**src/rtl/mult_scheduler.sv**
```systemverilog
// Two-requester round-robin front end feeding a serial shift-add multiplier.
// One operand pair is in flight at a time; the result is held until the consumer takes it.
module mult_scheduler #(
   parameter int unsigned WIDTH = 4
) (
   input  logic                 clk,
   input  logic                 rst_n,
   input  logic                 req0_valid,
   input  logic [WIDTH-1:0]     req0_a,
   input  logic [WIDTH-1:0]     req0_b,
   output logic                 req0_ready,
   input  logic                 req1_valid,
   input  logic [WIDTH-1:0]     req1_a,
   input  logic [WIDTH-1:0]     req1_b,
   output logic                 req1_ready,
   output logic                 res_valid,
   output logic [2*WIDTH-1:0]   res_prod,
   output logic                 res_id,
   input  logic                 res_ready,
   output logic                 busy
);

   localparam int unsigned CW = (WIDTH > 1) ? $clog2(WIDTH) : 1;

   typedef enum logic [1:0] {
      IDLE = 2'd0,
      CALC = 2'd1,
      DONE = 2'd2
   } state_t;

   state_t             r_state;
   logic               r_rr;
   logic [CW-1:0]      r_cnt;
   logic [WIDTH-1:0]   r_mcand;
   logic [WIDTH-1:0]   r_mplr;
   logic [WIDTH-1:0]   r_acc;
   logic               r_id_cap;
   logic [2*WIDTH-1:0] r_res_prod;
   logic               r_res_id;

   logic               w_idle;
   logic               w_grant0;
   logic               w_grant1;
   logic [WIDTH:0]     w_sum;
   logic [WIDTH-1:0]   w_acc_nx;
   logic [WIDTH-1:0]   w_mplr_nx;

   // Grants are gated by rst_n so both readys read 0 for the whole reset window.
   assign w_idle   = rst_n && (r_state == IDLE);
   assign w_grant0 = w_idle && req0_valid && (!req1_valid || !r_rr);
   assign w_grant1 = w_idle && req1_valid && (!req0_valid ||  r_rr);

   // Carry kept in the extra bit, then {carry, acc, mplr} shifts right by one.
   assign w_sum     = r_mplr[0] ? ({1'b0, r_acc} + {1'b0, r_mcand}) : {1'b0, r_acc};
   assign w_acc_nx  = w_sum[WIDTH:1];
   assign w_mplr_nx = {w_sum[0], r_mplr[WIDTH-1:1]};

   always_ff @(posedge clk or negedge rst_n) begin
      if (!rst_n) begin
         r_state    <= IDLE;
         r_rr       <= 1'b0;
         r_cnt      <= '0;
         r_mcand    <= '0;
         r_mplr     <= '0;
         r_acc      <= '0;
         r_id_cap   <= 1'b0;
         r_res_prod <= '0;
         r_res_id   <= 1'b0;
      end else begin
         case (r_state)
            IDLE: begin
               if (w_grant0 || w_grant1) begin
                  r_mcand  <= w_grant1 ? req1_b : req0_b;
                  r_mplr   <= w_grant1 ? req1_a : req0_a;
                  r_acc    <= '0;
                  r_cnt    <= '0;
                  r_id_cap <= w_grant1;
                  r_rr     <= w_grant0;
                  r_state  <= CALC;
               end
            end
            CALC: begin
               r_acc  <= w_acc_nx;
               r_mplr <= w_mplr_nx;
               r_cnt  <= r_cnt + CW'(1);
               if (r_cnt == CW'(WIDTH - 1)) begin
                  r_res_prod <= {w_acc_nx, w_mplr_nx};
                  r_res_id   <= r_id_cap;
                  r_state    <= DONE;
               end
            end
            DONE: begin
               if (res_ready) begin
                  r_state <= IDLE;
               end
            end
            default: r_state <= IDLE;
         endcase
      end
   end

   assign req0_ready = w_grant0;
   assign req1_ready = w_grant1;
   assign res_valid  = (r_state == DONE);
   assign busy       = (r_state != IDLE);
   assign res_prod   = r_res_prod;
   assign res_id     = r_res_id;

endmodule

```
**config.mk**
```make
export PLATFORM = sky130hd
export DESIGN_NAME = mult_scheduler
export DESIGN_NICKNAME = d
export VERILOG_FILES = /design/src/rtl/mult_scheduler.sv
export SDC_FILE = /design/constraint.sdc
export NUM_CORES = 1
export LEC_CHECK = 0
export CAP_MARGIN = 20
export CELL_PAD_IN_SITES_DETAIL_PLACEMENT = 1
export CELL_PAD_IN_SITES_GLOBAL_PLACEMENT = 1
export CORE_ASPECT_RATIO = 1.4
export CORE_MARGIN = 4
export CORE_UTILIZATION = 37
export DETAILED_ROUTE_END_ITERATION = 8
export PLACE_DENSITY = 0.84
export SYNTH_ARGS = -nofsm -noshare
export SYNTH_HDL_FRONTEND = slang
export SYNTH_SLANG_ARGS = --single-unit
```
**constraint.sdc**
```tcl
create_clock -name clk -period 2 [get_ports clk]
set_input_delay 0.5 -clock clk [delete_from_list [all_inputs] [get_ports clk]]
set_output_delay 0.5 -clock clk [all_outputs]
set_load 0.01 [all_outputs]
```
==> impl_metrics.toml, run 1 <==
[yosys]
synth_cells = 132
syn-num-nets = 159
synth_seq_cells = 27
synth_fa_ha_area_frac = 0.0599
synth_warnings = 0
synth-xor-area-share = 0.00635
synthArstFlopShare = 1.00
yosys.area.top_type = "dfrtp_1"
yosys.area.top_type_share = 0.490
yosys-top-cells-area = "dfrtp_1 (49%), mux2i_1 (7.3%), nand2_1 (4.6%)"
synth_cell_types = 30
synth_edf_count = 0
avgSynthCellArea_sq_um = 10.4
syn_area_sq_um = 1380
yosys.area_share.simple = 0.146
ys_top_cells_by_count = "dfrtp_1 (27), nand2_1 (17), o21ai_0 (12)"
synth_top_family_by_area = "simple AND/OR/NAND/NOR gates"
synth_ff_type = "dfrtp_1"
synth.yosys.seq_area_share = 0.490
synthMuxAreaShare = 0.105
synth_most_common_cell = "dfrtp_1"
synth_compound_area_frac = 0.135

[routing]
vias = 1113
viasPerCell = 5.25
firstDrtPassIters = 4
drtIter0Drc = 25
ant_nets = 0
postRouteWirelength_um = 3330
wl_per_cell_um = 15.7
drc = 0

[die]
dieArea_sq_um = 4780
core_region_area_sq_um = 3610
die_h_um = 80.2
dieWidth_um = 59.6
initial_utilization = 0.382
rows = 26
ios = 34

[final_layout]
layout-drive-gt1-share = 0.147
n_antenna_cell = 0
finalCoreUtilization = 0.508
fillers = 399
area.growth.synth_to_final_pct = 32.9
fin_cells = 212
final_nets = 198

[clocking]
cts_buffers = 3
clkTransAtPathRegs_ns = 0.09
clock_sinks = 27
worstSkewPairLatency_ns = 0.27
cts_tree = "yes"
clock_path_buffers = 2
clock-root-buffer = "clkbuf_8"
htree_num_levels = 1
post_cts_buffers = 0

[sta]
fin_skew_ns = 0.00629
setup_viol = 0
slew_viol_final = 0
rsz0062_at_grt = "false"
hold_slack_ns = 0.392
hold_viol = 0
timing.final.crit_period_ns = 1.91
tns_ns = 0
final.setup.worst_slack_ns = 0.0897
maxSlewHeadroom = 0.587
tightest_slew_ns = 0.619
fmax_mhz = 523
fin_crit_sh = 0.955

[global_routing]
grt-ovfl-total = 0
grt_pass1_wl_um = 5960
grt_pass1_vias = 1257
grt_start_max_net_pins = 29
antenna_found_initial = 0
grt_use_total = 0.164

[worst_setup_path]
end_kind = "primary output"
path_class = "input pin to primary output"
r2r-start = "r_mcand[2]"
cp.required_ns = 1.50
critPathMaxFanout = 3
cp.arrival_ns = 1.41
startpoint_type = "input pin"
startpoint = "req0_valid"

[pwr]
power-per-cell-area_nw_per_um2 = 1320
power.leakage_uw = 0.000895
ir_worst_vdd_v = 0.000847

[flow_run]
cap_violations = 0

[placed_design]
post-dp-hpwl_um = 2670
pre_cts_ws_ns = -0.561
numPortBuffers = 33
placed_cells = 208
gp_congestion = 0.752

[min_path]
hold_path.class = "input pin to asynchronous set/reset pin"

[outcome]
status = "completed"
## worst max-delay path: stages
cell	delay, ns
clkdlybuf4s50_1	0.49
nand2b_1	0.08
nand3_2	0.08
inv_1	0.04
clkdlybuf4s15_2	0.21
## area by class of cell
class | count | area (sq um) | share of cell area
Clock buffer | 4 | 45.0 | 0.0246
Tap cell | 42 | 52.6 | 0.0287
Timing Repair Buffer | 42 | 403 | 0.220
Inverter | 6 | 22.5 | 0.0123
Multi-Input combinational cell | 91 | 634 | 0.346
Sequential cell | 27 | 676 | 0.369
## layout by cell type (no fill, tap or decap)
cell type        instances
a21o_1                   2
a31oi_1                  2
and2b_1                  1
and3_1                   2
buf_12                   1
buf_4                    8
clkbuf_1                 1
clkbuf_2                 1
clkbuf_8                 3
clkdlybuf4s15_2          1
clkdlybuf4s50_1         28
dfrtp_1                 27
dlygate4sd2_1            3
fa_1                     1
ha_1                     5
inv_1                    6
mux2_2                   4
mux2i_1                 10
nand2_1                 17
nand2b_1                 2
nand3_1                  8
nand3_2                  2
nor2_1                   1
nor2b_1                  2
nor3b_2                  1
o211ai_2                 3
o21a_1                   1
o21ai_0                 12
o21ai_1                  9
o21ai_2                  1
or2_1                    2
or2b_1                   1
or3_1                    1
xnor2_1                  1
## metal layers
metal / global-route usage / part of all wire
met1: 0.190 / 0.38
met2: 0.305 / 0.58
met3: 0.0225 / 0.027
met4: 0.0466 / 0.010
met5: 0 / 0
## worst paths after layout
check / to / slack [ns] / cells after the start
setup / recovery: req1_ready / 0.09 / 5
hold / removal: r_rr / 0.39 / 2
setup reg to reg: res_prod[6] / 0.27 / 5
hold reg to reg: r_cnt[0] / 0.50 / 1
max in group asynchronous: res_prod[5] / 1.34 / 2
min in group clk: r_cnt[0] / 0.50 / 1
## through the flow
step | area [sq um] | power (uW)
2_1_floorplan | 1380 | 1660
6_report | 1830 | 2430
4_1_cts | 1830 | 2460
5_1_grt | 1830 | 2660
3_5_place_dp | 1790 | 2150
3_3_place_gp | 1790 | 2070
## sequential cells by signal (all words and copies together), names as in the netlist
register / cells
r_acc: 4
r_mcand: 4
r_id_cap: 1
res_id: 1
r_cnt: 2
r_state: 2
res_prod: 8
r_rr: 1
r_mplr: 4
## logic make-up (layout without fill, tap and decap cells)
group                      Yosys count  in the layout
xor gates and xnor gates             1              1
AOI/OAI and AO/OA                   30             30
adders and majority gates            6              6
muxes                               14             14
and+or+nand+nor                     40             40
DFF                                 27             27
buffers and inverters               14             52
## where the power goes
| group | switching, uW | total (uW) | internal [uW] |
|---|---|---|---|
| clock | 162 | 305 | 143 |
| sequential | 174 | 952 | 778 |
| combinational | 584 | 1170 | 585 |
| total | 921 | 2430 | 1510 |
## repair_timing
| item | 4_1_cts | 5_1_grt |
|---|---|---|
| pin swaps | 1 | 0 |
| endpoints found under the setup margin | 18 | 2 |
| hold buffers | 0 | 0 |
| gates resized for setup | 9 | 2 |
(Power assumes the default switching activity.)
==> run 2: changes to the inputs <==
--- a/config.mk
+++ b/config.mk
@@ -5,7 +5,7 @@
 export SDC_FILE = /design/constraint.sdc
 export NUM_CORES = 1
 export LEC_CHECK = 0
-export CAP_MARGIN = 20
+export CAP_MARGIN = 30
 export CELL_PAD_IN_SITES_DETAIL_PLACEMENT = 1
 export CELL_PAD_IN_SITES_GLOBAL_PLACEMENT = 1
 export CORE_ASPECT_RATIO = 1.4
==> results of run 2 <==
Same layout as run 1: the final DEF is identical, and so are final timing and power.
